$ cat src/rtl/fetch_queue.sv
// Instruction-fetch front end: owns the fetch PC, issues one request per cycle to a
// 1-cycle-latency memory and buffers returned words in a DEPTH-entry queue. Define
// FETCH_STATS_EN to add the squash_count statistics output.
module fetch_queue #(
  parameter int unsigned WIDTH  = 16,
  parameter int unsigned AWIDTH = 16,
  parameter int unsigned DEPTH  = 4
) (
  input  logic                     clk,
  input  logic                     reset,
  output logic [AWIDTH-1:0]        imem_addr,
  output logic                     imem_req,
  input  logic [WIDTH-1:0]         imem_data,
  input  logic                     redirect,
  input  logic [AWIDTH-1:0]        redirect_pc,
  input  logic                     halt,
  output logic                     deq_valid,
  input  logic                     deq_ready,
  output logic [WIDTH-1:0]         deq_ir,
  output logic [AWIDTH-1:0]        deq_pc,
  output logic [$clog2(DEPTH):0]   count
`ifdef FETCH_STATS_EN
  ,
  output logic [15:0]              squash_count
`endif
);

  localparam int unsigned PW = $clog2(DEPTH);
  localparam int unsigned CW = PW + 1;
  localparam int unsigned OW = CW + 1;

  logic [AWIDTH-1:0] fetch_pc, fetch_pc_n;
  logic [AWIDTH-1:0] pending_pc, pending_pc_n;
  logic              inflight, inflight_n;
  logic [PW-1:0]     head, head_n;
  logic [PW-1:0]     tail, tail_n;
  logic [CW-1:0]     count_n;
  logic [OW-1:0]     occupancy;
  logic              enq;
  logic              deq;

  logic [WIDTH-1:0]  ir_mem [DEPTH];
  logic [AWIDTH-1:0] pc_mem [DEPTH];

  // Request credit counts both held and in-flight words so a response always has a slot.
  always_comb begin
    occupancy = OW'(count) + OW'(inflight);
    imem_req  = !reset && !halt && !redirect && (occupancy < OW'(DEPTH));
    imem_addr = fetch_pc;
    deq_valid = !reset && (count != '0);
    deq_ir    = ir_mem[head];
    deq_pc    = pc_mem[head];
    enq       = inflight && !redirect && !reset;
    deq       = deq_valid && deq_ready;
  end

  // Next-state: redirect flushes everything and reloads the PC.
  always_comb begin
    fetch_pc_n   = fetch_pc;
    pending_pc_n = pending_pc;
    inflight_n   = imem_req;
    head_n       = head;
    tail_n       = tail;
    count_n      = count;
    if (redirect) begin
      fetch_pc_n = redirect_pc;
      inflight_n = 1'b0;
      head_n     = '0;
      tail_n     = '0;
      count_n    = '0;
    end else begin
      if (imem_req) begin
        fetch_pc_n   = fetch_pc + AWIDTH'(1);
        pending_pc_n = fetch_pc;
      end
      if (enq) tail_n = tail + PW'(1);
      if (deq) head_n = head + PW'(1);
      case ({enq, deq})
        2'b10:   count_n = count + CW'(1);
        2'b01:   count_n = count - CW'(1);
        default: count_n = count;
      endcase
    end
  end

  always_ff @(posedge clk) begin
    if (reset) begin
      fetch_pc   <= '0;
      pending_pc <= '0;
      inflight   <= 1'b0;
      head       <= '0;
      tail       <= '0;
      count      <= '0;
    end else begin
      fetch_pc   <= fetch_pc_n;
      pending_pc <= pending_pc_n;
      inflight   <= inflight_n;
      head       <= head_n;
      tail       <= tail_n;
      count      <= count_n;
    end
  end

  // Queue storage needs no reset; entries are only read once count covers them.
  always_ff @(posedge clk) begin
    if (enq) begin
      ir_mem[tail] <= imem_data;
      pc_mem[tail] <= pending_pc;
    end
  end

`ifdef FETCH_STATS_EN
  logic [16:0] squash_sum;

  // Words thrown away by a redirect: those held plus the one still in flight.
  always_comb begin
    squash_sum = 17'(squash_count) + 17'(count) + 17'(inflight);
  end

  always_ff @(posedge clk) begin
    if (reset) begin
      squash_count <= '0;
    end else if (redirect) begin
      squash_count <= squash_sum[16] ? 16'hFFFF : squash_sum[15:0];
    end
  end
`endif

endmodule

$ cat config.mk
export PLATFORM = sky130hd
export DESIGN_NAME = fetch_queue
export DESIGN_NICKNAME = d
export VERILOG_FILES = /design/src/rtl/fetch_queue.sv
export SDC_FILE = /design/constraint.sdc
export NUM_CORES = 1
export LEC_CHECK = 0
export ABC_AREA = 1
export ABC_CLOCK_PERIOD_IN_PS = 6670
export CAP_MARGIN = 20
export CELL_PAD_IN_SITES_DETAIL_PLACEMENT = 0
export CELL_PAD_IN_SITES_GLOBAL_PLACEMENT = 1
export CORE_MARGIN = 1.5
export CORE_UTILIZATION = 47
export CTS_CLUSTER_SIZE = 25
export DETAILED_ROUTE_END_ITERATION = 10
export GPL_ROUTABILITY_DRIVEN = 0
export PLACE_DENSITY_LB_ADDON = 0.1
export SLEW_MARGIN = 20
export SYNTH_ARGS = -nofsm -noshare
export SYNTH_HDL_FRONTEND = slang
export SYNTH_SLANG_ARGS = --single-unit
$ cat constraint.sdc
create_clock -name clk -period 6.67 [get_ports clk]
set_input_delay 1.334 -clock clk [delete_from_list [all_inputs] [get_ports clk]]
set_output_delay 1.334 -clock clk [all_outputs]
set_load 0.05 [all_outputs]
=== Word-level counts from Yosys, hierarchy flattened ===
Memories as Yosys holds them, arrays and structs flattened. A register that Yosys moved wholly into a read port is not among the register bits.
Index checks and enable logic that the tools add are counted.

* Register bits after elaboration: 40
* Memory bits (writable): 128
* Input port bits: 37
* Output and inout bits: 53
* Logic and storage cells: 42
* Memories kept: 2

* $add $sub $neg: 6
* $lt $le $gt $ge: 1
* Equal/unequal tests: 2
* Multiplexer cells: 9
* Bitwise operators: 1
* Reductions and logical operators: 15

{| class="wikitable"
|+ Memories
! name !! words !! bits a word !! rd ports !! clocked after memory_dff !! write ports !! RTL line !! source
|-
| ir_mem || 4 || 16 || 1 || 1 || 1 || 42 || <nowiki>logic [WIDTH-1:0] ir_mem [DEPTH];</nowiki>
|-
| pc_mem || 4 || 16 || 1 || 1 || 1 || 43 || <nowiki>logic [AWIDTH-1:0] pc_mem [DEPTH];</nowiki>
|}

{| class="wikitable"
|+ Operators with widths
! kind !! number
|-
| 2-to-1 mux 16 bit || 2
|-
| adder 16 x 1 -> 16 bit, second input constant || 1
|-
| 2-to-1 mux 2 bit || 4
|-
| logical AND 1 bit || 7
|-
| case mux 3 bit (2 select lines) || 1
|-
| adder 2 x 1 -> 2 bit, second input constant || 2
|-
| adder 3 x 1 -> 4 bit || 1
|-
| less-than comparator 4 x 3 -> 1 bit, second input constant || 1
|-
| nonzero test 2 bit || 2
|-
| adder 3 x 1 -> 3 bit, second input constant || 1
|-
| logical NOT 1 bit || 3
|-
| nonzero test 3 bit || 1
|-
| subtractor 3 x 1 -> 3 bit, second input constant || 1
|-
| equality test 2 x 1 -> 1 bit, second input constant || 1
|-
| equality test 2 bit, second input constant || 1
|-
| 2-to-1 mux 1 bit || 2
|-
| AND reduction 2 bit || 1
|-
| OR reduction 2 bit || 1
|-
| NOT 1 bit || 1
|}

=== Longest topological paths before layout ===
Gate-level depths: netlist of the first run.

* Word-level depth: 6
* Mapped depth: 11

=== Worst setup path after synthesis of the first run ===
No wires, ideal clock.

* Path kind: input -> register
* Start: input reset
* End: register count[2]
* Arrival time: 3566 ps
* Required time: 6548 ps
* Path slack: 2982 ps
* Stages on the path: 11
* Cells stage by stage: buf_6 a31oi_1 nand2_1 inv_1 ha_1 inv_1 fa_1 a21oi_1 o21ai_0 o21ai_0 a21oi_1

* Longest elaborated chain between the ends: 5
* Elaborated cells between the ends (all ways): 9
* Classes of those cells: eq/ne (2); mux (1); reduce/logical (6)

{| class="wikitable"
|+ Ends and longest elaborated chain
! element !! RTL line !! source
|-
| start: declaration || 10 || <nowiki>input logic reset,</nowiki>
|-
| logical NOT 1 bit (*) || 50 || <nowiki>deq_valid = !reset && (count != '0);</nowiki>
|-
| logical AND 1 bit (*) || 50 ||
|-
| named net deq_valid || 17 || <nowiki>output logic deq_valid,</nowiki>
|-
| logical AND 1 bit (*) || 54 || <nowiki>deq = deq_valid && deq_ready;</nowiki>
|-
| named net deq || 40 || <nowiki>logic deq;</nowiki>
|-
| equality test 2 x 1 -> 1 bit / equality test 2 bit (equally long branches) || 78 || <nowiki>case ({enq, deq})</nowiki>
|-
| case mux 3 bit (2 select lines) / nonzero test 2 bit (equally long branches) || -- ||
|-
| end signal: assignment || 100 || <nowiki>count <= count_n;</nowiki>
|-
| end: declaration || 21 || <nowiki>output logic [$clog2(DEPTH):0] count</nowiki>
|}

Mark *: on every way through the listed nets, which the timed path passes. The rest lies on a longest branch.
A chain may end at the register's enable or synchronous reset.

=== Worst setup path after layout of the first run ===
* Start: input reset
* End: output imem_req

* Longest elaborated chain between the ends: 4

{| class="wikitable"
|+ Ends and longest elaborated chain
! element !! RTL line !! source
|-
| logical NOT 1 bit || 48 || <nowiki>imem_req = !reset && !halt && !redirect && (occupancy < OW'(DEPTH));</nowiki>
|-
| logical AND 1 bit (3 in a row) || 48 ||
|-
| end: declaration || 12 || <nowiki>output logic imem_req,</nowiki>
|}

No other way between the ends.

==> summary.txt, run 1 <==
Final layout
  • Most common cell after layout, fill and taps aside: edfxtp_1
  • # diodes: 0
  • Syn-to-layout area delta: 24.2%
  • Fraction of layout cells with a size suffix above 1: 7.38%
  • Layout Nets: 736
  • Non-Filler Instances: between 800 and 900
  • Most frequent cells in the layout: edfxtp_1 (128), nor2_1 (95), o21ai_0 (89), clkdlybuf4s50_1 (89), nand2_1 (64)
  • Final non-filler cell area: between 8000 and 9000 um2

Worst setup path
  • Worst Setup End Kind: output pin
  • WP data required: 5.34 ns
  • Critical path origin: reset
  • Worst setup SP type: input port
  • Worst Path Max Fanout: 19
  • R2R Path End: count[2]$_SDFFE_PP0P_
  • FF-to-FF Start: count[1]$_SDFFE_PP0P_
  • Crit path arrival time: 3.70 ns
  • Flop-to-flop setup slack: between 4 and 5 ns
  • R2r worst-path depth: 11
  • Crit Path Category: in -> out
  • Critical path destination: imem_req

Routing
  • WL final: 14000 um
  • Pre-antenna DRT Iters: 6
  • DR DRC count: 0
  • DR vias/cell: 5.20
  • Antenna Nets Post-Route: 0
  • WL/cell: about 16 um
  • Vias: 4602
  • DR iter-0 viols: 366

Floorplan
  • Ports: 90
  • Placeable core area: 14000 um2
  • Total die area: 15200 um2
  • Initial Utilization: 48.6%
  • Chip height: 123 um
  • Row count: 43
  • Die W: around 120 um

Power and ir drop
  • Leak Pwr: roughly 3 nW
  • Max VDD drop: 0.000185 V
  • Power density over the cells: 264 nW/um2

STA
  • Pin slew with the least headroom to its limit: 1.06 ns
  • Final setup margin: 1.63 ns
  • Final hold slack: 0.476 ns
  • Minimum clock period after layout: 5.04 ns
  • Final setup fails: 0
  • Fin crit share: 75.5%
  • Max Slew Vio Count: 0
  • Fmax: ~200 MHz
  • Setup Skew: about 0.01 ns
  • Worst slew margin: 28.9%
  • Final hold vios: 0
  • RSZ-0062 raised after global routing: false
  • Setup TNS: 0 ns

Yosys
  • Post-Syn Instances: 607
  • Yosys synthesis warning count: 0
  • Post-synth ARST share: 0%
  • Post-synth cell types: 34
  • Post-Syn Nets: 651
  • Syn Area/Cell: 11.2 um2
  • EDFF count, synth: 128
  • Primary FF master, synth: edfxtp_1
  • Mapped cell area: 6800 um2
  • #FFs+latches synth: 170
  • Sequential area share after synthesis: 68.8%

Clocking
  • CTS Root Cell: clkbuf_16
  • CTS resizes: 0
  • CTS tree: done
  • # H-tree levels: 4
  • CTS Buf Count: 17
  • Clk pin slew, worst setup/hold paths: 0.06 ns
  • Clk sinks: 170
  • Hold Buf Count CTS: 0
  • CTS Buffer Depth: 2
  • Setup repair bufs after CTS: 0
  • Worst skew pair latency: 0.42 ns

Outcome
  • Outcome: finished, final reports clean

Global routing
  • Largest net degree at the start of global routing: 66
  • Grt total ovfl: 0
  • First-pass GRT wire length: 22500 um
  • Number of global-route vias before repair: 4498
  • Initial antenna violation count: 0
  • All-Layer GR Usage: between 15 and 20%

Run
  • # Max-Cap Violations: 0

Placed design
  • Port Buffers: 89
  • Inst Count DP: 851
  • Cell area after placement: approximately 7800 um2
  • DP HPWL: 8440 um
  • Setup slack after placement: 1.59 ns

Min path
  • Hold Path Class: reg -> reg
==> stage by stage <==
| step | util [%] | total power, mW |
|---|---|---|
| after floorplan | - | 1.25 |
| after global placement | 56.0 | 1.30 |
| after detailed placement | 56.0 | 1.31 |
| after CTS | 60.1 | 2.24 |
| after global routing | 60.4 | 2.30 |
| final | 60.4 | 2.23 |
==> critical path, stage by stage <==
cell             delay [ns]
clkdlybuf4s50_1        0.89
nor2_8                 0.36
nand3_4                0.21
clkinv_2               0.11
clkdlybuf4s50_1        0.80
==> routing by layer <==
| metal | up-vias | share of wire, % | GRT usage [%] |
|---|---|---|---|
| li1 | 2308 | - | - |
| met1 | 2167 | 45 | 24.9 |
| met2 | 107 | 49 | 33.8 |
| met3 | 20 | 4.0 | 4.20 |
| met4 | 0 | 2.0 | 8.12 |
| met5 | - | 0 | 0 |
==> power breakdown <==
group / internal [mW] / switching, mW / leakage (nW)
clock: 0.550 / 0.396 / 0.269
sequential: 1.15 / 0.0164 / 1.55
combinational: 0.0471 / 0.0715 / 1.18
==> cell usage after synthesis, types with 5 or more instances <==
cell type	n	share of area, %
a21oi_1	23	1.7
a31oi_1	6	0.55
clkbuf_1	18	0.99
dfxtp_1	42	12
edfxtp_1	128	56
ha_1	6	1.1
inv_1	42	2.3
nand2_1	64	3.5
nand3_1	20	1.5
nor2_1	99	5.5
nor2_2	5	0.46
o21ai_0	89	6.5
o22ai_1	32	2.9
==> how the worst min path moves through the flow <==
stage	endpoint	cells after the start	startpoint	slack (ns)
floorplan	flop	2	head[1]$_SDFFE_PP0P_	0.44
global placement	flop	2	head[0]$_SDFFE_PP0P_	0.46
detailed placement	flop	2	head[0]$_SDFFE_PP0P_	0.47
CTS	flop	2	head[0]$_SDFFE_PP0P_	0.48
global route	head[0]$_SDFFE_PP0P_	2	head[0]$_SDFFE_PP0P_	0.52
finish	flop	2	head[0]$_SDFFE_PP0P_	0.48
==> logic make-up (layout without fill, tap and decap cells) <==
family	after synthesis	in the layout	share of synthesized area [%]
AND/OR/NAND/NOR	196	196	12.1
XOR/XNOR	3	3	0.386
adder cells (fa/ha/maj)	7	7	1.40
buffers and inverters	74	172	4.74
flip-flops	170	170	68.8
AO/OA/AOI/OAI	157	157	12.5
==> area by class of cell <==
class / instances / area (um2)
clock buffer: 17 / 425
clock inverter: 15 / 150
fill: 1148 / 5540
inverter: 45 / 170
multi-input combinational: 363 / 1830
sequential: 170 / 4690
tap: 180 / 225
timing repair buffer: 95 / 968
==> flip-flops by register name, indices dropped and copies added, names as in the netlist, named ones only <==
signal	count
ir_mem	64
pc_mem	64
head	2
tail	2
imem_addr	16
inflight	1
count	3
pending_pc	16
Power figures use the tool's default switching activity.
==> run 2: changes to the inputs <==
--- a/config.mk
+++ b/config.mk
@@ -6,12 +6,12 @@
 export NUM_CORES = 1
 export LEC_CHECK = 0
 export ABC_AREA = 1
-export ABC_CLOCK_PERIOD_IN_PS = 6670
+export ABC_CLOCK_PERIOD_IN_PS = 4800
 export CAP_MARGIN = 20
 export CELL_PAD_IN_SITES_DETAIL_PLACEMENT = 0
 export CELL_PAD_IN_SITES_GLOBAL_PLACEMENT = 1
 export CORE_MARGIN = 1.5
-export CORE_UTILIZATION = 47
+export CORE_UTILIZATION = 43
 export CTS_CLUSTER_SIZE = 25
 export DETAILED_ROUTE_END_ITERATION = 10
 export GPL_ROUTABILITY_DRIVEN = 0
==> constraint.sdc (replaced) <==
create_clock -name clk -period 4.8 [get_ports clk]
set_input_delay 0.96 -clock clk [delete_from_list [all_inputs] [get_ports clk]]
set_output_delay 0.96 -clock clk [all_outputs]
set_load 0.05 [all_outputs]
==> run 2 against run 1 <==
Via count increased by 0.39%. Critical endpoint unchanged. Flip-flop and latch count unchanged. Sequential power increased by 40%. Clock skew about the same. Total power increased by 39%. Setup slack got worse by 0.42 ns. Global-route usage decreased by 1.7 points.
==> summary.txt, run 2 (synthesis results as in run 1) <==
Clocking
  • Clk sinks: 170
  • CTS Buffer Depth: 2
  • Setup repair bufs after CTS: 0
  • Clk pin slew, worst setup/hold paths: 0.06 ns
  • CTS Root Cell: clkbuf_16
  • CTS Buf Count: 17
  • CTS resizes: 0
  • # H-tree levels: 4
  • Worst skew pair latency: 0.42 ns
  • Hold Buf Count CTS: 0
  • CTS tree: done

Min path
  • Hold Crit Start: head[1]$_SDFFE_PP0P_
  • Hold Path Class: reg -> reg
  • Hold depth: 2

Power and ir drop
  • Power Total: 3.10 mW
  • Max VDD drop: 0.000263 V
  • Power density over the cells: 369 nW/um2
  • Leak Pwr: slightly above 3 nW

Routing
  • WL final: about 14000 um
  • DR iter-0 viols: roughly 260
  • Pre-antenna DRT Iters: 4
  • Vias: between 4000 and 5000
  • DR DRC count: 0
  • WL/cell: 15.7 um
  • DR vias/cell: 5.02
  • Antenna Nets Post-Route: 0

Global routing
  • Initial antenna violation count: 0
  • Grt total ovfl: 0
  • Number of global-route vias before repair: 4425
  • Largest net degree at the start of global routing: 51
  • First-pass GRT wire length: between 20000 and 25000 um
  • All-Layer GR Usage: 18.2%
  • GR met1 Demand/Resource: ~24%
  • Met2 GRT Util: 30.0%
  • GRT Max-Usage Layer: met2
  • Met3 Use GR: 3.62%

Placed design
  • Setup slack after placement: 1.05 ns
  • Port Buffers: 89
  • DP HPWL: just under 9000 um

Final layout
  • Largest regs: ir_mem x64, pc_mem x64
  • # diodes: 0
  • Post-layout util: 54.9%
  • Fillers: between 1000 and 1500
  • Syn-to-layout area delta: 23.5%
  • Most common cell after layout, fill and taps aside: edfxtp_1
  • Most frequent cells in the layout: edfxtp_1 (128), nor2_1 (95), o21ai_0 (89), nand2_1 (64), clkdlybuf4s50_1 (56)
  • Fraction of layout cells with a size suffix above 1: 12.6%
  • Layout Nets: 740

Worst setup path
  • Crit-path cells: clkdlybuf4s50_1, nor2_8, nand3_4, clkinv_2, buf_4
  • Worst setup SP type: input port
  • Crit path arrival time: 2.62 ns
  • R2r worst-path depth: 11
  • Max stage delay on crit path: 0.82 ns
  • WP data required: 3.84 ns
  • CP Buf/Inv Count: 3
  • R2R Path End: count[2]$_SDFFE_PP0P_
  • Worst Path Max Fanout: 18
  • Crit Path Category: in -> out
  • FF-to-FF Start: count[1]$_SDFFE_PP0P_
  • Worst Setup End Kind: output pin
  • Flop-to-flop setup slack: 2.72 ns
  • Worst path slowest cell: clkdlybuf4s50_1
  • CP top delay family: buffers and inverters

Outcome
  • Outcome: finished, final reports clean

Run
  • # Max-Cap Violations: 0

Floorplan
  • Die W: between 100 and 150 um
  • Row count: 45
  • Ports: 90
  • Total die area: roughly 17000 um2
  • Chip height: 129 um
  • Initial Utilization: between 40% and 50%
  • Placeable core area: 15300 um2

STA
  • Pin slew with the least headroom to its limit: 1.03 ns
  • Max Slew Vio Count: 0
  • Fmax: 279 MHz
  • Setup TNS: 0 ns
  • Minimum clock period after layout: 3.58 ns
  • Fin crit share: 74.6%
  • Setup Skew: 0.00962 ns
  • RSZ-0062 raised after global routing: false
  • Final setup fails: 0
  • Final setup margin: 1.22 ns
  • Final hold vios: 0
  • Worst slew margin: 31.5%
==> run 2: through the flow <==
stage / instances / hold WS [ns] / instance area [um2]
6_report: 920 / 0.466 / 8400
3_3_place_gp: 888 / 0.462 / 7830
3_5_place_dp: 888 / 0.455 / 7830
2_1_floorplan: 607 / 0.436 / 6800
4_1_cts: 920 / 0.467 / 8400
5_1_grt: 920 / 0.496 / 8400
==> run 2: layout make-up <==
| cell class | count | area [um2] | area share (%) |
|---|---|---|---|
| repair buffers | 99 | 883 | 10.5 |
| clock inverters | 11 | 121 | 1.44 |
| flip-flops and latches | 170 | 4690 | 55.8 |
| inverters | 45 | 170 | 2.03 |
| well taps | 211 | 264 | 3.14 |
| multi-input cells | 363 | 1830 | 21.7 |
| clock buffers | 21 | 450 | 5.36 |
==> run 2: metal layers <==
metal  part of all wire, %  wire length [um]  up-vias
met5                     0                 0        -
met2                    47              6850      111
li1                      -                 -     2316
met4                   1.4               200        0
met3                   4.2               609       15
met1                    47              6810     2178
==> run 2: power by group <==
group,switching [mW],internal (mW)
clock,0.538,0.780
combinational,0.0999,0.0643
sequential,0.0232,1.60
==> run 2: worst max path at each step <==
stage          slack (ns)  depth (start not counted)  startpoint                     to
2_1_floorplan        1.49                         11       reset  count[2]$_SDFFE_PP0P_
3_3_place_gp         1.18                         10    redirect  count[2]$_SDFFE_PP0P_
3_5_place_dp         1.05                         10    redirect  count[2]$_SDFFE_PP0P_
4_1_cts              1.16                          5    redirect               imem_req
5_1_grt              1.05                          5        flop             deq_pc[12]
6_report             1.22                          5    redirect               imem_req
==> run 2: worst register-to-register path, cell delays in order, from the launching register on <==
cell and delay [ns]:
dfxtp_1 0.38, inv_1 0.11, a31oi_1 0.22, nand2_1 0.13
inv_1 0.08, ha_1 0.13, inv_1 0.07, fa_1 0.38
a21oi_1 0.14, o21ai_0 0.11, o21ai_0 0.16, a21oi_1 0.05
